[src/rtl/prism_sp_pkg.sv]
// Shared types and AXI constants for the SP memory engines.
package prism_sp_pkg;

  typedef enum logic [1:0] {
    ST_IDLE,
    ST_CALC,
    ST_ADDR,
    ST_DATA
  } axi_rd_state_t;

  localparam logic [1:0] AXI_BURST_INCR = 2'b01;
  localparam logic [1:0] AXI_RESP_OKAY  = 2'b00;
  localparam int         AXI_PAGE_BYTES = 4096;

endpackage

[src/rtl/axi_read_burst_calc.sv]
// Sizes the next read burst so it never exceeds the beat budget, the burst limit
// or the 4 KiB page; results are registered when load is high.
module axi_read_burst_calc
  import prism_sp_pkg::*;
#(
  parameter int AXI_ADDR_WIDTH = 32,
  parameter int LEN_WIDTH      = 32,
  parameter int OFFSET_WIDTH   = 3,
  parameter int MAX_BURST_LEN  = 16
) (
  input  logic                      clock,
  input  logic                      reset,
  input  logic                      load,
  input  logic [AXI_ADDR_WIDTH-1:0] cur_addr,
  input  logic [LEN_WIDTH-1:0]      beats_left,
  output logic [7:0]                arlen,
  output logic [8:0]                burst,
  output logic [AXI_ADDR_WIDTH-1:0] next_addr
);

  logic [12:0] to4k;
  logic [12:0] limit;
  logic [8:0]  burst_c;

  // to4k is never zero since cur_addr is always bus-aligned
  always_comb begin
    to4k  = (13'(AXI_PAGE_BYTES) - {1'b0, cur_addr[11:0]}) >> OFFSET_WIDTH;
    limit = (to4k < 13'(MAX_BURST_LEN)) ? to4k : 13'(MAX_BURST_LEN);
    if (beats_left < LEN_WIDTH'(limit))
      burst_c = 9'(beats_left);
    else
      burst_c = 9'(limit);
  end

  always_ff @(posedge clock or posedge reset) begin
    if (reset) begin
      arlen     <= '0;
      burst     <= '0;
      next_addr <= '0;
    end else if (load) begin
      arlen     <= 8'(burst_c - 9'd1);
      burst     <= burst_c;
      next_addr <= cur_addr + (AXI_ADDR_WIDTH'(burst_c) << OFFSET_WIDTH);
    end
  end

endmodule

[src/rtl/axi_to_fifo.sv]
// AXI4 read DMA: fetches len bytes from an aligned address in INCR bursts (one
// outstanding) and pushes every returned beat into a downstream FIFO.
module axi_to_fifo
  import prism_sp_pkg::*;
#(
  parameter int AXI_ADDR_WIDTH = 32,
  parameter int AXI_DATA_WIDTH = 64,
  parameter int MAX_BURST_LEN  = 16,
  parameter int LEN_WIDTH      = 32
) (
  input  logic                      clock,
  input  logic                      reset,
  input  logic                      mem_r_start,
  input  logic [AXI_ADDR_WIDTH-1:0] mem_r_addr,
  input  logic [LEN_WIDTH-1:0]      mem_r_len,
  output logic                      mem_r_busy,
  output logic                      mem_r_done,
  output logic                      mem_r_error,
  output logic                      fifo_w_wr_en,
  output logic [AXI_DATA_WIDTH-1:0] fifo_w_wr_data,
  input  logic                      fifo_w_full,
  input  logic [3:0]                axi_arcache,
  output logic                      axi_ar_arvalid,
  input  logic                      axi_ar_arready,
  output logic [AXI_ADDR_WIDTH-1:0] axi_ar_araddr,
  output logic [7:0]                axi_ar_arlen,
  output logic [2:0]                axi_ar_arsize,
  output logic [1:0]                axi_ar_arburst,
  output logic [3:0]                axi_ar_arid,
  output logic                      axi_ar_arlock,
  output logic [2:0]                axi_ar_arprot,
  output logic [3:0]                axi_ar_arqos,
  output logic [3:0]                axi_ar_arcache,
  output logic                      axi_r_rready,
  input  logic                      axi_r_rvalid,
  input  logic [AXI_DATA_WIDTH-1:0] axi_r_rdata,
  input  logic [1:0]                axi_r_rresp,
  input  logic                      axi_r_rlast
);

  localparam int BYTES        = AXI_DATA_WIDTH / 8;
  localparam int OFFSET_WIDTH = $clog2(BYTES);

  axi_rd_state_t             state, state_next;
  logic [AXI_ADDR_WIDTH-1:0] cur_addr;
  logic [AXI_ADDR_WIDTH-1:0] next_addr;
  logic [LEN_WIDTH-1:0]      beats_left;
  logic [8:0]                beat_cnt;
  logic [8:0]                burst;
  logic                      err;
  logic                      start_bad;
  logic                      r_hs;
  logic                      last_beat;
  logic                      beat_err;

  axi_read_burst_calc #(
    .AXI_ADDR_WIDTH(AXI_ADDR_WIDTH),
    .LEN_WIDTH     (LEN_WIDTH),
    .OFFSET_WIDTH  (OFFSET_WIDTH),
    .MAX_BURST_LEN (MAX_BURST_LEN)
  ) u_calc (
    .clock     (clock),
    .reset     (reset),
    .load      (state == ST_CALC),
    .cur_addr  (cur_addr),
    .beats_left(beats_left),
    .arlen     (axi_ar_arlen),
    .burst     (burst),
    .next_addr (next_addr)
  );

  assign axi_ar_arsize  = 3'(OFFSET_WIDTH);
  assign axi_ar_arburst = AXI_BURST_INCR;
  assign axi_ar_arid    = '0;
  assign axi_ar_arlock  = 1'b0;
  assign axi_ar_arprot  = '0;
  assign axi_ar_arqos   = '0;
  assign axi_ar_arcache = axi_arcache;

  assign start_bad      = (mem_r_len == '0) || (mem_r_addr[OFFSET_WIDTH-1:0] != '0);
  assign axi_r_rready   = (state == ST_DATA) && !fifo_w_full;
  assign r_hs           = axi_r_rvalid && axi_r_rready;
  assign fifo_w_wr_en   = r_hs;
  assign fifo_w_wr_data = axi_r_rdata;
  assign last_beat      = (beat_cnt == 9'd1);
  // The local beat count is authoritative; a misplaced rlast only flags an error
  assign beat_err       = (axi_r_rresp != AXI_RESP_OKAY) || (axi_r_rlast != last_beat);

  always_ff @(posedge clock or posedge reset) begin
    if (reset) state <= ST_IDLE;
    else       state <= state_next;
  end

  always_comb begin
    state_next = state;
    case (state)
      ST_IDLE: if (mem_r_start && !start_bad) state_next = ST_CALC;
      ST_CALC: state_next = ST_ADDR;
      ST_ADDR: if (axi_ar_arready) state_next = ST_DATA;
      ST_DATA:
        if (r_hs && last_beat)
          state_next = (beats_left == LEN_WIDTH'(1)) ? ST_IDLE : ST_CALC;
      default: state_next = ST_IDLE;
    endcase
  end

  always_ff @(posedge clock or posedge reset) begin
    if (reset) begin
      cur_addr       <= '0;
      beats_left     <= '0;
      beat_cnt       <= '0;
      err            <= 1'b0;
      mem_r_busy     <= 1'b0;
      mem_r_done     <= 1'b0;
      mem_r_error    <= 1'b0;
      axi_ar_arvalid <= 1'b0;
      axi_ar_araddr  <= '0;
    end else begin
      mem_r_done <= 1'b0;
      case (state)
        ST_IDLE:
          if (mem_r_start) begin
            if (start_bad) begin
              mem_r_done  <= 1'b1;
              mem_r_error <= 1'b1;
            end else begin
              cur_addr   <= mem_r_addr;
              beats_left <= LEN_WIDTH'(mem_r_len >> OFFSET_WIDTH)
                          + LEN_WIDTH'(|mem_r_len[OFFSET_WIDTH-1:0]);
              err        <= 1'b0;
              mem_r_busy <= 1'b1;
            end
          end
        ST_CALC: begin
          axi_ar_araddr  <= cur_addr;
          axi_ar_arvalid <= 1'b1;
        end
        ST_ADDR:
          if (axi_ar_arready) begin
            axi_ar_arvalid <= 1'b0;
            beat_cnt       <= burst;
          end
        ST_DATA:
          if (r_hs) begin
            beat_cnt   <= beat_cnt - 9'd1;
            beats_left <= beats_left - LEN_WIDTH'(1);
            if (beat_err) err <= 1'b1;
            if (last_beat) begin
              if (beats_left == LEN_WIDTH'(1)) begin
                mem_r_done  <= 1'b1;
                mem_r_error <= err || beat_err;
                mem_r_busy  <= 1'b0;
              end else begin
                cur_addr <= next_addr;
              end
            end
          end
        default: ;
      endcase
    end
  end

endmodule
[config.mk]
export PLATFORM = sky130hd
export DESIGN_NAME = axi_to_fifo
export DESIGN_NICKNAME = d
export VERILOG_FILES = /design/src/rtl/prism_sp_pkg.sv /design/src/rtl/axi_read_burst_calc.sv /design/src/rtl/axi_to_fifo.sv
export SDC_FILE = /design/constraint.sdc
export NUM_CORES = 1
export LEC_CHECK = 0
export BUFFER_PORTS_ARGS = -buffer_cell sky130_fd_sc_hd__buf_2
export CAP_MARGIN = 30
export CORE_UTILIZATION = 45
export DETAILED_ROUTE_END_ITERATION = 10
export PLACE_DENSITY = 0.74
export SKIP_CTS_REPAIR_TIMING = 1
export SLEW_MARGIN = 15
export SYNTH_ARGS = -nofsm -noshare
export SYNTH_HDL_FRONTEND = slang
export SYNTH_SLANG_ARGS = --single-unit
[constraint.sdc]
create_clock -name clock -period 7.02 [get_ports clock]
set_clock_uncertainty 0.1 [all_clocks]
set_input_delay 0.351 -clock clock [delete_from_list [all_inputs] [get_ports clock]]
set_output_delay 0.351 -clock clock [all_outputs]
set_load 0.005 [all_outputs]
==> flow_summary.yaml <==
power_and_ir_drop:
  combPwrFrac: 0.466
  p_sw_frac: 0.441
  p_per_area_nw_per_um2: 465
  p_sw_uw: 2300
  p_int_uw: 2920
  power_uw: 5220
  peakVddDrop_v: 0.000230
  pwr-share-clk: 0.187
  leakage_uw: 0.00463
  seq_power_share: 0.347
timing:
  worstMarginPinSlew_ns: 0.930
  max-slew-margin-rel: 0.374
  rsz0062_at_grt: "false"
  final.setup.tns_ns: 0
  finalSetupViolations: 0
  hold_viol_final: 12
  fin_crit_sh: 0.885
  slew_violations: 0
  hold_slack_ns: -0.0403
  clock.fmax_mhz: 161
  fin_crit_ns: 6.21
setup_path:
  regToRegEndpoint: "u_calc.next_addr[31]"
  worst-path-buf-inv: 3
  regToRegStartpoint: "cur_addr[0]"
  r2r_cells: 21
  r2r_setup_slack_ns: 0.81
  worst_setup_path_start_kind: "flop"
  cp_top_family: "simple AND/OR/NAND/NOR gates"
  crit_fanout: 20
  arrival_ns: 6.39
  crit_path_top_delay_cell: "or4_1"
  cp_slowest_stage_delay_ns: 0.61
  end_kind: "flop"
  cp_cell_sequence: "or4_1 > or2_2 > nor3_1 > nor2_1 > ha_1 > and4_1 > and4_1 > or4_1 > nor3_4 > buf_4 > mux2_2 > inv_1 > ha_1 > fa_1 > a21o_1 > a21o_1 > a211o_1 > a2111oi_2 > buf_4 > or4b_2 > a31oi_1"
  worstSetupPathType: "reg2reg"
  required_ns: 7.20
detailed_routing:
  wl_um: 26200
  routedWlPerCell_um: 18.0
  postRouteAntennaNets: 0
  vias: 8762
  viasPerCell: 6.02
  drtIter0Drc: 697
  route.detailed.drc: 0
  firstDrtPassIters: 5
finish:
  drive_above_1_share: 0.202
  num_antenna_cells: 0
  multi_input_area_um2: 5470
  final_common_cell: "dfrtp_1"
  seqCellArea_um2: 3950
  layout_common_cells: "dfrtp_1 (158), buf_2 (118), a21oi_1 (97)"
  nFillCells: 2072
  layout.nets: 1329
  final_area_um2: 11200
  area_delta_synth_final_pct: 8.66
die:
  fp.coreArea_um2: 22600
  die_h_um: 154
  fp-row-count: 55
  dieArea_um2: 23600
  pin_count: 272
  die_w_um: 154
  initial_core_util: 0.458
logic_synthesis:
  synth_top_area_frac: 0.383
  yosysTopAreaCell: "dfrtp_1"
  synth_flop_cell: "dfrtp_1"
  async_reset_ff_frac: 1.00
  netlist_area_um2: 10300
  synthesis.instances: 1140
  ys_types: 70
  ys_warn_count: 0
  yosys-top-cells-area: "dfrtp_1 (38%), buf_4 (6.4%), mux2_2 (5.0%)"
  synth_edf_count: 0
  yosysSeqAreaShare: 0.383
  avgSynthCellArea_um2: 9.06
  synth_seq_cells: 158
cts:
  cts.root.buffer_cell: "clkbuf_16"
  clk_pin_slew_worst_paths_ns: 0.07
  htreeDepth: 4
  numCtsBuffers: 17
  worstSkewPairLatency_ns: 0.44
  cts.sinks: 158
  cts_tree: "built"
  clockBufferDepth: 2
global_routing:
  grt_max_degree: 87
  grt_pass1_wl_um: 42600
  grt_usage: 0.224
  antenna_found_initial: 0
  overflow: 0
  first_global_vias: 8216
placed_design:
  dpl_cell_area_um2: 10600
  gp_congestion: 0.898
  numPortBuffers: 118
  dp_hpwl_um: 18000
outcome:
  violations: "hold timing"
  status: "finished, violations left"
flow_run:
  cap_violations: 0
worst_hold_path:
  worstHoldPathType: "in2async"
## layout make-up
cell class,count,area share
tap,285,0.0318
timing repair buffer,133,0.0635
inverter,31,0.0108
sequential,158,0.352
clock inverter,14,0.0154
clock buffer,18,0.0391
multi-input combinational,816,0.487
## worst reg2reg max path: stages, from the launching register on
cell and delay (ns):
dfrtp_1 0.39, or4_1 0.57, or2_2 0.35, nor3_1 0.40
nor2_1 0.09, ha_1 0.28, and4_1 0.19, and4_1 0.20
or4_1 0.61, nor3_4 0.14, buf_4 0.24, mux2_2 0.23
inv_1 0.05, ha_1 0.21, fa_1 0.40, a21o_1 0.17
a21o_1 0.21, a211o_1 0.36, a2111oi_2 0.32, buf_4 0.30
or4b_2 0.17, a31oi_1 0.08
## worst max-delay path by stage
stage	from	endpoint	cells after the start
floorplan	cur_addr[0]	u_calc.next_addr[15]	21
finish	cur_addr[0]	u_calc.next_addr[31]	21
global route	cur_addr[0]	u_calc.next_addr[19]	21
CTS	cur_addr[0]	u_calc.next_addr[31]	21
detailed placement	cur_addr[0]	u_calc.next_addr[21]	21
global placement	cur_addr[0]	u_calc.next_addr[31]	21
## metal layers
layer / global-route usage / wire length (um) / vias to the layer above
met5: 0 / 0 / -
met4: 0.0729 / 461 / 0
met3: 0.0383 / 1580 / 43
met2: 0.369 / 12600 / 302
met1: 0.300 / 11600 / 4253
li1: - / - / 4164
## power groups by stage
stage          logic [uW]  clock network [uW]  registers, uW
2_1_floorplan        1900                   0           1640
3_3_place_gp         2350                   0           1790
3_5_place_dp         2420                   0           1800
4_1_cts              2430                 988           1800
5_1_grt              2710                1030           1870
6_report             2430                 976           1810
## logic make-up (layout without fill, tap and decap cells)
family                   after synthesis  in the layout  share of synthesized area
multiplexers                          85             85                     0.0879
AO/OA/AOI/OAI                        298            298                      0.179
other                                  2             22                   0.000727
XOR/XNOR                              36             36                     0.0305
flip-flops                           158            158                      0.383
adder cells (fa/ha/maj)               31             31                     0.0383
buffers and inverters                186            196                      0.101
AND/OR/NAND/NOR                      344            344                      0.180
## flip-flops by register name (all words and copies together) (netlist names), 2 cells and up
signal            flops
axi_ar_araddr        32
beat_cnt              9
beats_left           32
cur_addr             32
state                 2
u_calc.arlen          8
u_calc.burst          9
u_calc.next_addr     29
## synth_stat cells (4+ instances only)
library cell  count
a211oi_1          4
a21o_1            7
a21oi_1          97
a221o_1           4
a22o_1            4
a2bb2oi_1         6
a31oi_1          52
and2_1            5
and3_1           13
and4_1           10
buf_1             6
buf_2             6
buf_4            88
clkbuf_1         54
dfrtp_1         158
ha_1             30
inv_1            31
mux2_2           46
mux2i_1          39
nand2_1          61
nand2b_1          8
nand3_1          40
nand4_1          24
nor2_1           66
nor2b_1           4
nor3_1           31
nor4_1           20
o211ai_1          8
o21a_1            4
o21ai_0          56
o22ai_1          10
o31ai_1          17
or2_2             7
or3_1            15
or4_1            25
xnor2_1          14
xor2_1           22
## stage by stage
step,worst slack [ns],hold slack (ns),std cells,utilization
after global routing,0.456,0.0243,1455,0.497
after floorplan,1.14,0.348,1160,-
after detailed placement,0.900,0.373,1421,0.469
after global placement,1.10,0.368,1421,0.469
final,0.808,-0.0403,1455,0.497
after CTS,0.858,0.0122,1453,0.496
Note: power is estimated with default switching activity, not from simulation.
